`config.mk`:
```
export PLATFORM = sky130hd
export DESIGN_NAME = conv_frame_encoder
export DESIGN_NICKNAME = d
export VERILOG_FILES = /design/src/rtl/conv_frame_encoder.sv
export SDC_FILE = /design/constraint.sdc
export NUM_CORES = 1
export LEC_CHECK = 0
export BUFFER_PORTS_ARGS = -buffer_cell sky130_fd_sc_hd__buf_2
export CORE_MARGIN = 2
export CORE_UTILIZATION = 49
export CTS_BUF_LIST = sky130_fd_sc_hd__clkbuf_8 sky130_fd_sc_hd__clkbuf_16
export DETAILED_ROUTE_END_ITERATION = 16
export PLACE_DENSITY = 0.76
export SYNTH_ARGS = -nofsm -noshare
export SYNTH_HDL_FRONTEND = slang
export SYNTH_SLANG_ARGS = --single-unit
```
`constraint.sdc`:
```
create_clock -name clk -period 1.9 [get_ports clk]
set_input_delay 0.38 -clock clk [delete_from_list [all_inputs] [get_ports clk]]
set_output_delay 0.38 -clock clk [all_outputs]
set_load 0.1 [all_outputs]
```
`src/rtl/conv_frame_encoder.sv`:
```
// Rate-1/2 K=3 (7/5) convolutional frame encoder, double-buffered collect/tx.
// Optional CONV_ENC_ERR_INJ_EN adds an err_inj port that flips single coded bits.
module conv_frame_encoder #(
  parameter int DATA_BITS = 5
) (
  input  logic clk,
  input  logic rst_n,
  input  logic din,
  input  logic din_valid,
  output logic din_ready,
  output logic dout,
  output logic dout_valid,
  output logic frame_start,
  output logic frame_idle
`ifdef CONV_ENC_ERR_INJ_EN
  ,
  input  logic err_inj
`endif
);

  localparam int FRAME_LEN = 2 * (DATA_BITS + 2);
  localparam int SW = $clog2(FRAME_LEN);
  localparam int CW = $clog2(DATA_BITS + 1);

  logic [SW-1:0] step;
  logic [CW-1:0] cnt;
  logic [DATA_BITS-1:0] col;
  logic [DATA_BITS-1:0] tx;
  logic s1;
  logic s0;

  logic at0;
  logic last;
  logic full;
  logic accept;
  logic odd;
  logic u;
  logic s1e;
  logic s0e;
  logic coded;
  logic flip;
  logic [SW-2:0] k;
  logic [DATA_BITS-1:0] txc;
  logic [DATA_BITS+1:0] pay;

  assign at0 = (step == '0);
  assign last = (step == SW'(FRAME_LEN - 1));
  assign full = (cnt == CW'(DATA_BITS));
  assign din_ready = dout_valid && (cnt < CW'(DATA_BITS));
  assign accept = din_valid && din_ready;

`ifdef CONV_ENC_ERR_INJ_EN
  assign flip = err_inj;
`else
  assign flip = 1'b0;
`endif

  // Coded bit for the current step; at step 0 the tx payload is the
  // freshly latched frame (or zeros for an idle frame) and state is 00.
  always_comb begin
    txc = tx;
    if (at0) begin
      txc = full ? col : '0;
    end
    pay = {2'b00, txc};
    k = step[SW-1:1];
    odd = step[0];
    u = pay[k];
    s1e = at0 ? 1'b0 : s1;
    s0e = at0 ? 1'b0 : s0;
    coded = odd ? (u ^ s0e) : (u ^ s1e ^ s0e);
  end

  // Step counter, registered outputs, encoder state and buffers.
  always_ff @(posedge clk) begin
    if (!rst_n) begin
      step <= '0;
      cnt <= '0;
      col <= '0;
      tx <= '0;
      s1 <= 1'b0;
      s0 <= 1'b0;
      dout <= 1'b0;
      dout_valid <= 1'b0;
      frame_start <= 1'b0;
      frame_idle <= 1'b0;
    end else begin
      dout_valid <= 1'b1;
      dout <= coded ^ flip;
      frame_start <= at0;
      step <= last ? '0 : step + 1'b1;
      if (at0) begin
        tx <= txc;
        frame_idle <= !full;
      end
      if (odd) begin
        s1 <= u;
        s0 <= s1;
      end else if (at0) begin
        s1 <= 1'b0;
        s0 <= 1'b0;
      end
      if (at0 && full) begin
        cnt <= '0;
      end else if (accept) begin
        for (int i = 0; i < DATA_BITS; i++) begin
          if (cnt == CW'(i)) begin
            col[i] <= din;
          end
        end
        cnt <= cnt + 1'b1;
      end
    end
  end

endmodule

```
==> results of run 1 <==
## metrics by stage
| step | util | total power [mW] | setup slack [ns] |
|---|---|---|---|
| detailed placement | 0.540 | 0.703 | 0.249 |
| CTS | 0.561 | 0.993 | 0.0994 |
| global route | 0.561 | 1.03 | 0.0125 |
| finish | 0.561 | 0.986 | 0.0985 |
| global placement | 0.540 | 0.699 | 0.304 |
| floorplan | - | 0.663 | 0.293 |
## placed cells by master (no fill, tap or decap)
cell type	n
mux2_2	2
dfxtp_2	1
buf_2	8
nand4_1	2
and2_1	1
nor3b_1	1
and2_2	1
nand2_1	16
clkbuf_8	3
nand3_1	7
o21ai_0	3
dfxtp_1	22
a21oi_1	12
or3_1	2
mux2i_1	7
o221a_2	1
a22oi_1	1
inv_1	9
nor2b_1	1
a211oi_1	1
or3b_1	1
a21bo_2	1
and3_1	5
o32ai_2	1
nor2_1	9
a31o_2	1
or4_1	1
ha_1	8
buf_4	4
xnor2_1	2
## logic make-up after synthesis
logic type	after synthesis
compound gates	21
xor+xnor	2
fa+ha+maj	8
buf+inv	16
flops	23
mux	9
simple gates	47
## worst max-delay path, stage by stage, from the launching register on
cell and delay [ns]:
dfxtp_1 0.36, o21ai_0 0.22, and2_2 0.17, buf_2 0.41
## how the worst max path moves through the flow
| stage | endpoint | cells after the start |
|---|---|---|
| 6_report | din_ready | 3 |
| 5_1_grt | din_ready | 3 |
| 4_1_cts | din_ready | 3 |
| 3_5_place_dp | s1 | 6 |
| 3_3_place_gp | dout | 6 |
| 2_1_floorplan | din_ready | 1 |
## power breakdown
group / internal (mW) / total [mW] / switching, mW
Combinational: 0.0533 / 0.176 / 0.123
Sequential: 0.500 / 0.516 / 0.0165
Clock: 0.144 / 0.294 / 0.150
## routing by layer
| metal | GRT usage | part of all wire |
|---|---|---|
| met4 | 0.127 | 0.024 |
| met5 | 0 | 0 |
| met3 | 0.0380 | 0.023 |
| met1 | 0.220 | 0.45 |
| met2 | 0.335 | 0.51 |
## sequential cells by signal, indices dropped and copies added (netlist names)
signal,count
dout,1
col,5
s0,1
frame_start,1
dout_valid,1
s1,1
step,4
cnt,3
tx,5
frame_idle,1
## cell type report
class | instances | area (sq um)
clock buffer | 3 | 41.3
clock inverter | 1 | 3.75
fill | 207 | 952
inverter | 8 | 30.0
multi-input combinational | 87 | 576
sequential | 23 | 462
tap | 28 | 35.0
timing repair buffer | 12 | 70.1
==> run metrics, run 1 <==
status complete, no violations; WL/cell 13.1 um; post-DP HPWL 1.59 mm; 1st-pass router iterations 4; hold-fix buffers at CTS 0; cell taking the most area after synthesis dfxtp_1; worst setup path start cnt[0]; sequential share of the synthesized area 0.418; Final Critical Period 1.80 ns; largest family of logic cells by synthesized area simple AND/OR/NAND/NOR gates; Synth Area in Adders 0.0908; Hold Path End dout_valid; mean post-synth cell area 8.75 sq um; P&R area growth vs syn 10.4%; pwr dens 810 nW/um^2; Synth Area in Compound Gates 0.124; H-tree levels 1; R2R Path End dout; initial antenna violation count 0; Overflow after GRT 0; Post-synth top cells dfxtp_1, nand2_1, a21oi_1, nor2_1; skew final 0.000817 ns; antenna fix cells 0; Ports 9; Distinct cells, synth 29; Max Cap Violations 0; simple-gate share of the synthesized area 0.207; fin cells 162; Yosys warnings 0; Die W 51.4 um; Hold Violations, Final 0; leakage 0.512 nW; worst reg-to-reg setup slack 0.21 ns; vias per cell 5.33; number of buffers created by CTS 3; Die ar. 2650 sq um; Slew headroom 0.679; CP endpoint kind output port; Clock Latency Late Sink 0.26 ns; CTS Buffer Depth 2; setup TNS 0 ns; number of port buffers 8; #FFs+latches synth 23; # nets final 147; placed instance area 1170 sq um; startpoint types register; share of layout cells above drive strength 1 0.172; Final period util 0.948; top cell type's share of synthesized area 0.418; CTS tree built; r2r startpoint step[0]; Worst Hold Slack 0.332 ns; worst vdd ir 674 uV; Slew Viols, Final 0; Resize count post-CTS 0; DR iter-0 viols 18; number of global-route vias before repair 900; CTS Sinks 23; Worst Path Arrival 1.42 ns; Root Buffer clkbuf_8; Synth Area in XOR/XNOR 0.0159; Placed Instances 158; R2R depth 6; HP Start rst_n; Netlist Area Pre-Place 1100 sq um; final setup violation count 0; largest net degree at the start of global routing 13; RSZ-0062 raised after global routing no; GRT Overall Usage 0.196; core box area 2170 sq um; Die H 51.4 um; Hold WC Path Type in2reg; Post-CTS Setup Inserts 0; Crit Path Class reg2out; via count 864; first-pass GRT wire length 3.81 mm; Rows 17; routability-driven placement congestion ratio 0.792; Worst-path clk slew 0.08 ns; syn nets 138; fmax 555 MHz; top_reg_cell synth dfxtp_1; Mapped Cells 126; Post-synth EDFFs 0; post-synthesis mux area share 0.0840; design area 1220 sq um; worst-margin pin slew 0.485 ns; ys async rst share 0; DR DRC count 0; Antenna Nets Post-Route 0; count leader, synth dfxtp_1; WP data required 1.52 ns; Initial Util 0.508; crit path max fanout 5; WL final 2.12 mm; Hold Path Stages 1; leading post-synthesis cells by cell area dfxtp_1, ha_1, mux2i_1
Note: power is estimated with default switching activity, not from simulation.
==> inputs of run 2 (changes only) <==
Settings changed: CORE_UTILIZATION 49 to 47, PLACE_DENSITY 0.76 to 0.74, REMOVE_ABC_BUFFERS set to 1.
==> run 2 against run 1 <==
Non-clock buffer count decreased by 1. Clock-buffer cell count unchanged. Hold slack improved by 0.011 ns. Utilization decreased by 1.3 points. Critical path depth unchanged. Highest routed layer unchanged. Fmax increased by 2.4%.
==> run metrics, run 2 (same netlist as run 1, synthesis figures left out) <==
Seq. cell area 460 sq um (was 462 sq um); Slew headroom 0.679 (about the same); R2R Path End dout (unchanged); design area 1210 sq um (was 1220 sq um); Top Registers col (5), tx (5), step (4) (unchanged); skew final 0.00193 ns (was 0.000817 ns); CTS Buffer Depth 2 (unchanged); routability-driven placement congestion ratio 0.767 (was 0.792); Rows 17 (unchanged); Hold Path Stages 1 (unchanged); fill count 204 (was 207); r2r startpoint step[0] (unchanged); Final period util 0.926 (was 0.948); critical path's slowest cell buf_2 (unchanged); worst reg-to-reg setup slack 0.17 ns (was 0.21 ns); Slew Viols, Final 0 (unchanged); CTS Sinks 23 (unchanged); number of buffers created by CTS 3 (unchanged); setup TNS 0 ns (unchanged); final setup violation count 0 (unchanged); commonest non-fill, non-tap cell in the layout dfxtp_1 (unchanged); CP peak stage delay 0.41 ns (about the same); leakage 0.510 nW (was 0.512 nW); Hold WC Path Type in2reg (unchanged); delay-heaviest family, CP buffers and inverters (unchanged); # nets final 146 (was 147); leading cell types in the layout, fill and taps excluded dfxtp_1, nand2_1, a21oi_1 (unchanged); HP Start rst_n (unchanged); GRT Overall Usage 0.179 (was 0.196); Hold Violations, Final 0 (unchanged); dpl ws 0.192 ns (was 0.249 ns); number of global-route vias before repair 866 (was 900); Placed Instances 157 (was 158); WL final 2.13 mm (was 2.12 mm); WP data required 1.52 ns (about the same); Die W 52.4 um (was 51.4 um); first-pass GRT wire length 3.62 mm (was 3.81 mm); Initial Util 0.498 (was 0.508); DR iter-0 viols 14 (was 18); crit path max fanout 5 (unchanged); vias per cell 5.50 (was 5.33); Hold Path End dout_valid (unchanged); Max Cap Violations 0 (unchanged); antenna fix cells 0 (unchanged); worst vdd ir 395 uV (was 674 uV); placed instance area 1160 sq um (was 1170 sq um); status complete, no violations (unchanged); Overflow after GRT 0 (unchanged); Worst Path Arrival 1.38 ns (was 1.42 ns); RSZ-0062 raised after global routing no (unchanged); number of port buffers 8 (unchanged); Crit Path Class reg2out (unchanged); fin cells 161 (was 162); 1st-pass router iterations 5 (was 4); Die H 52.4 um (was 51.4 um); initial antenna violation count 0 (unchanged); WL/cell 13.2 um (was 13.1 um); startpoint types register (unchanged); worst-margin pin slew 0.485 ns (about the same); Final Critical Period 1.76 ns (was 1.80 ns); hold-fix buffers at CTS 0 (unchanged); DR DRC count 0 (unchanged); Root Buffer clkbuf_8 (unchanged); Die ar. 2750 sq um (was 2650 sq um); CTS tree built (unchanged); R2R depth 6 (unchanged); Clock Latency Late Sink 0.26 ns (about the same); largest net degree at the start of global routing 14 (was 13); CP bufs+invs 1 (unchanged); share of layout cells above drive strength 1 0.158 (was 0.172); CP endpoint kind output port (unchanged); Worst-path clk slew 0.08 ns (about the same); post-DP HPWL 1.61 mm (was 1.59 mm); H-tree levels 1 (unchanged); fmax 568 MHz (was 555 MHz); Ports 9 (unchanged); Antenna Nets Post-Route 0 (unchanged); core box area 2210 sq um (was 2170 sq um); worst setup margin 0.141 ns (was 0.0985 ns); via count 885 (was 864); multi-input gate area in the final layout 579 sq um (was 576 sq um); cells along the critical path o21ai_0, and2_1, buf_2 (was o21ai_0, and2_2, buf_2); pwr dens 811 nW/um^2 (was 810 nW/um^2); P&R area growth vs syn 9.99% (was 10.4%)
## run 2: cell types whose count changed in the layout (fill, tap and decap cells not counted), sizes merged
cell	previous run	this run
buf	12	11
## run 2: what timing repair did
item                                    4_1_cts  5_1_grt
resized for setup                             0        1
setup buffers                                 0        0
endpoints found under the setup margin        0        2
## run 2: metal layers
metal / vias to the layer above / part of all wire / global-route usage
met2: 28 / 0.49 / 0.292
met5: - / 0 / 0
met1: 413 / 0.46 / 0.230
met3: 4 / 0.036 / 0.0286
met4: 0 / 0.014 / 0.0855
li1: 440 / - / -
## run 2: area by class of cell
cell class / count / area share
Clock inverter: 1 / 0.00310
Clock buffer: 3 / 0.0341
Sequential cell: 23 / 0.380
Timing Repair Buffer: 11 / 0.0516
Tap cell: 28 / 0.0289
Inverter: 8 / 0.0248
Multi-Input combinational cell: 87 / 0.478
## run 2: worst max path at each step
stage / startpoint / to / slack, ns / cells past startpoint
finish: cnt[0] / din_ready / 0.14 / 3
detailed placement: step[0] / s1 / 0.19 / 6
global placement: step[0] / col[4] / 0.30 / 7
floorplan: dout_valid / din_ready / -0.30 / 1
global route: step[0] / col[4] / 0.02 / 7
CTS: cnt[0] / din_ready / 0.12 / 3
## run 2: metrics by stage
stage,total power [mW],hold WS [ns],utilization
floorplan,0.652,0.408,-
global placement,0.697,0.436,0.525
detailed placement,0.701,0.449,0.525
CTS,0.995,0.337,0.546
global route,1.04,0.341,0.548
finish,0.983,0.343,0.548
## run 2: power by group
| group | switching, mW | total, mW | internal, mW |
|---|---|---|---|
| clock | 0.147 | 0.292 | 0.144 |
| combinational | 0.122 | 0.175 | 0.0524 |
| sequential | 0.0169 | 0.516 | 0.499 |
| total | 0.287 | 0.983 | 0.696 |
## run 2: worst register-to-register path, cell delays in order, from the launching register on
cell	delay, ns
dfxtp_1	0.45
inv_1	0.14
ha_1	0.25
nor3b_2	0.17
buf_4	0.18
or3_1	0.35
mux2i_1	0.13
==> inputs of run 3 (changes only) <==
Settings changed: BUFFER_PORTS_ARGS -buffer_cell sky130_fd_sc_hd__buf_2 to -buffer_cell sky130_fd_sc_hd__buf_4, CELL_PAD_IN_SITES_DETAIL_PLACEMENT set to 1, CELL_PAD_IN_SITES_GLOBAL_PLACEMENT set to 1, CORE_UTILIZATION 47 to 43, PLACE_DENSITY 0.74 to 0.85, SETUP_SLACK_MARGIN set to 0.05.
==> run 3 against run 2 <==
Non-clock buffer count is 1 higher. Total power is 2.1% higher. Clock skew hardly changed. Hold slack worse by 0.054 ns. Die area is 8.6% higher. First-iteration DRC count is 43% lower. Setup slack better by 0.059 ns.
==> run metrics, run 3 (same netlist as run 1, synthesis figures left out) <==
WP data required 1.52 ns (about the same); Util after Layout 0.507 (was 0.548); Antenna Nets Post-Route 0 (unchanged); fill count 295 (was 204); vias per cell 5.36 (was 5.50); Gate power share 0.185 (was 0.178); H-tree levels 1 (unchanged); Top Registers col (5), tx (5), step (4) (unchanged); Hold WC Path Type in2reg (unchanged); Rows 18 (was 17); share of power burned in registers 0.515 (was 0.525); P&R area growth vs syn 12.8% (was 9.99%); core box area 2450 sq um (was 2210 sq um); Max Cap Violations 0 (unchanged); Root Buffer clkbuf_8 (unchanged); Die W 54.6 um (was 52.4 um); leakage 0.520 nW (was 0.510 nW); Die H 54.6 um (was 52.4 um); worst vdd ir 567 uV (was 395 uV); commonest non-fill, non-tap cell in the layout dfxtp_1 (unchanged); leading cell types in the layout, fill and taps excluded dfxtp_1, nand2_1, a21oi_1, buf_4 (was dfxtp_1, nand2_1, a21oi_1); Slew Viols, Final 0 (unchanged); pwr dens 807 nW/um^2 (was 811 nW/um^2); Die ar. 2980 sq um (was 2750 sq um); number of port buffers 8 (unchanged); share of layout cells above drive strength 1 0.172 (was 0.158); Worst Hold Slack 0.289 ns (was 0.343 ns); fmax 588 MHz (was 568 MHz); status complete, no violations (unchanged); antenna fix cells 0 (unchanged); P_int 0.705 mW (was 0.696 mW); worst-margin pin slew 0.348 ns (was 0.485 ns); post-DP HPWL 1.87 mm (was 1.61 mm); initial antenna violation count 0 (unchanged); # nets final 147 (was 146); 1st-pass router iterations 4 (was 5); number of buffers created by CTS 3 (unchanged); Ports 9 (unchanged); critical path's slowest cell dfxtp_1 (was buf_2); Hold Path Stages 1 (unchanged); CTS tree built (unchanged); crit path max fanout 5 (unchanged); Worst-path clk slew 0.08 ns (about the same); via count 879 (was 885); worst setup margin 0.200 ns (was 0.141 ns); Clock power frac 0.299 (was 0.297); Slew headroom 0.768 (was 0.679); design area 1240 sq um (was 1210 sq um); WL/cell 14.9 um (was 13.2 um); DR DRC count 0 (unchanged); WL final 2.44 mm (was 2.13 mm); RSZ-0062 raised after global routing no (unchanged); CP endpoint kind output port (unchanged); number of global-route vias before repair 921 (was 866); Worst Path Arrival 1.32 ns (was 1.38 ns); sw power 0.299 mW (was 0.287 mW); Seq. cell area 462 sq um (was 460 sq um); cells along the critical path o21ai_0, and2_1, buf_4 (was o21ai_0, and2_1, buf_2); dpl ws 0.198 ns (was 0.192 ns); multi-input gate area in the final layout 579 sq um (unchanged); largest net degree at the start of global routing 13 (was 14); R2R depth 7 (was 6); final setup violation count 0 (unchanged); DR iter-0 viols 8 (was 14); CP peak stage delay 0.36 ns (was 0.41 ns); Crit Path Class reg2out (unchanged); CTS Buffer Depth 2 (unchanged); Final Critical Period 1.70 ns (was 1.76 ns); Net Sw Frac 0.298 (was 0.292); Overflow after GRT 0 (unchanged); first-pass GRT wire length 4.37 mm (was 3.62 mm); GRT Overall Usage 0.210 (was 0.179); routability-driven placement congestion ratio 0.811 (was 0.767); Clock Latency Late Sink 0.27 ns (was 0.26 ns); CTS Sinks 23 (unchanged); placed instance area 1190 sq um (was 1160 sq um); skew final 0.00235 ns (was 0.00193 ns); Hold Violations, Final 0 (unchanged); startpoint types register (unchanged); Initial Util 0.449 (was 0.498); Final period util 0.895 (was 0.926)
run 3: power by group through the flow:
stage / clock, mW / sequential (mW) / combinational [mW]
CTS: 0.308 / 0.517 / 0.187
finish: 0.300 / 0.517 / 0.186
global placement: 0 / 0.527 / 0.180
global route: 0.321 / 0.521 / 0.205
floorplan: 0 / 0.569 / 0.0830
detailed placement: 0 / 0.528 / 0.185
run 3: cell type report:
class / instances / area share
multi-input cells: 87 / 0.466
flip-flops and latches: 23 / 0.371
repair buffers: 12 / 0.0724
clock buffers: 3 / 0.0332
well taps: 30 / 0.0302
inverters: 8 / 0.0241
clock inverters: 1 / 0.00302
run 3: final timing paths:
kind | startpoint | endpoint | slack (ns)
min | rst_n | dout_valid | 0.29
max | cnt[0] | din_ready | 0.20
max reg2reg | step[0] | col[4] | 0.24
min reg2reg | tx[3] | tx[3] | 0.46
run 3: timing repair:
item                                    4_1_cts  5_1_grt
endpoints found under the setup margin        0        3
resized for setup                             0        2
hold buffers                                  0        0
setup buffers                                 0        0
run 3: critical path: cells and delay by family, from the launching register on:
family	cells	cell delay [ns]
AOI/OAI and AO/OA	1	0.25
buffers and inverters	1	0.28
DFF	1	0.36
and+or+nand+nor	1	0.16
run 3: layer usage:
layer	routed length [um]	global-route usage	share of wire	vias to the layer above
met5	0	0	0	-
met4	56	0.104	0.023	0
met3	59	0.0328	0.024	5
met2	1260	0.349	0.51	10
met1	1070	0.260	0.44	422
li1	-	-	-	442
run 3: stage by stage:
stage / std cells / setup TNS, ns / total power [mW]
detailed placement: 160 / 0 / 0.713
global placement: 160 / 0 / 0.706
floorplan: 118 / -0.767 / 0.652
global route: 164 / 0 / 1.05
CTS: 164 / 0 / 1.01
finish: 164 / 0 / 1.00
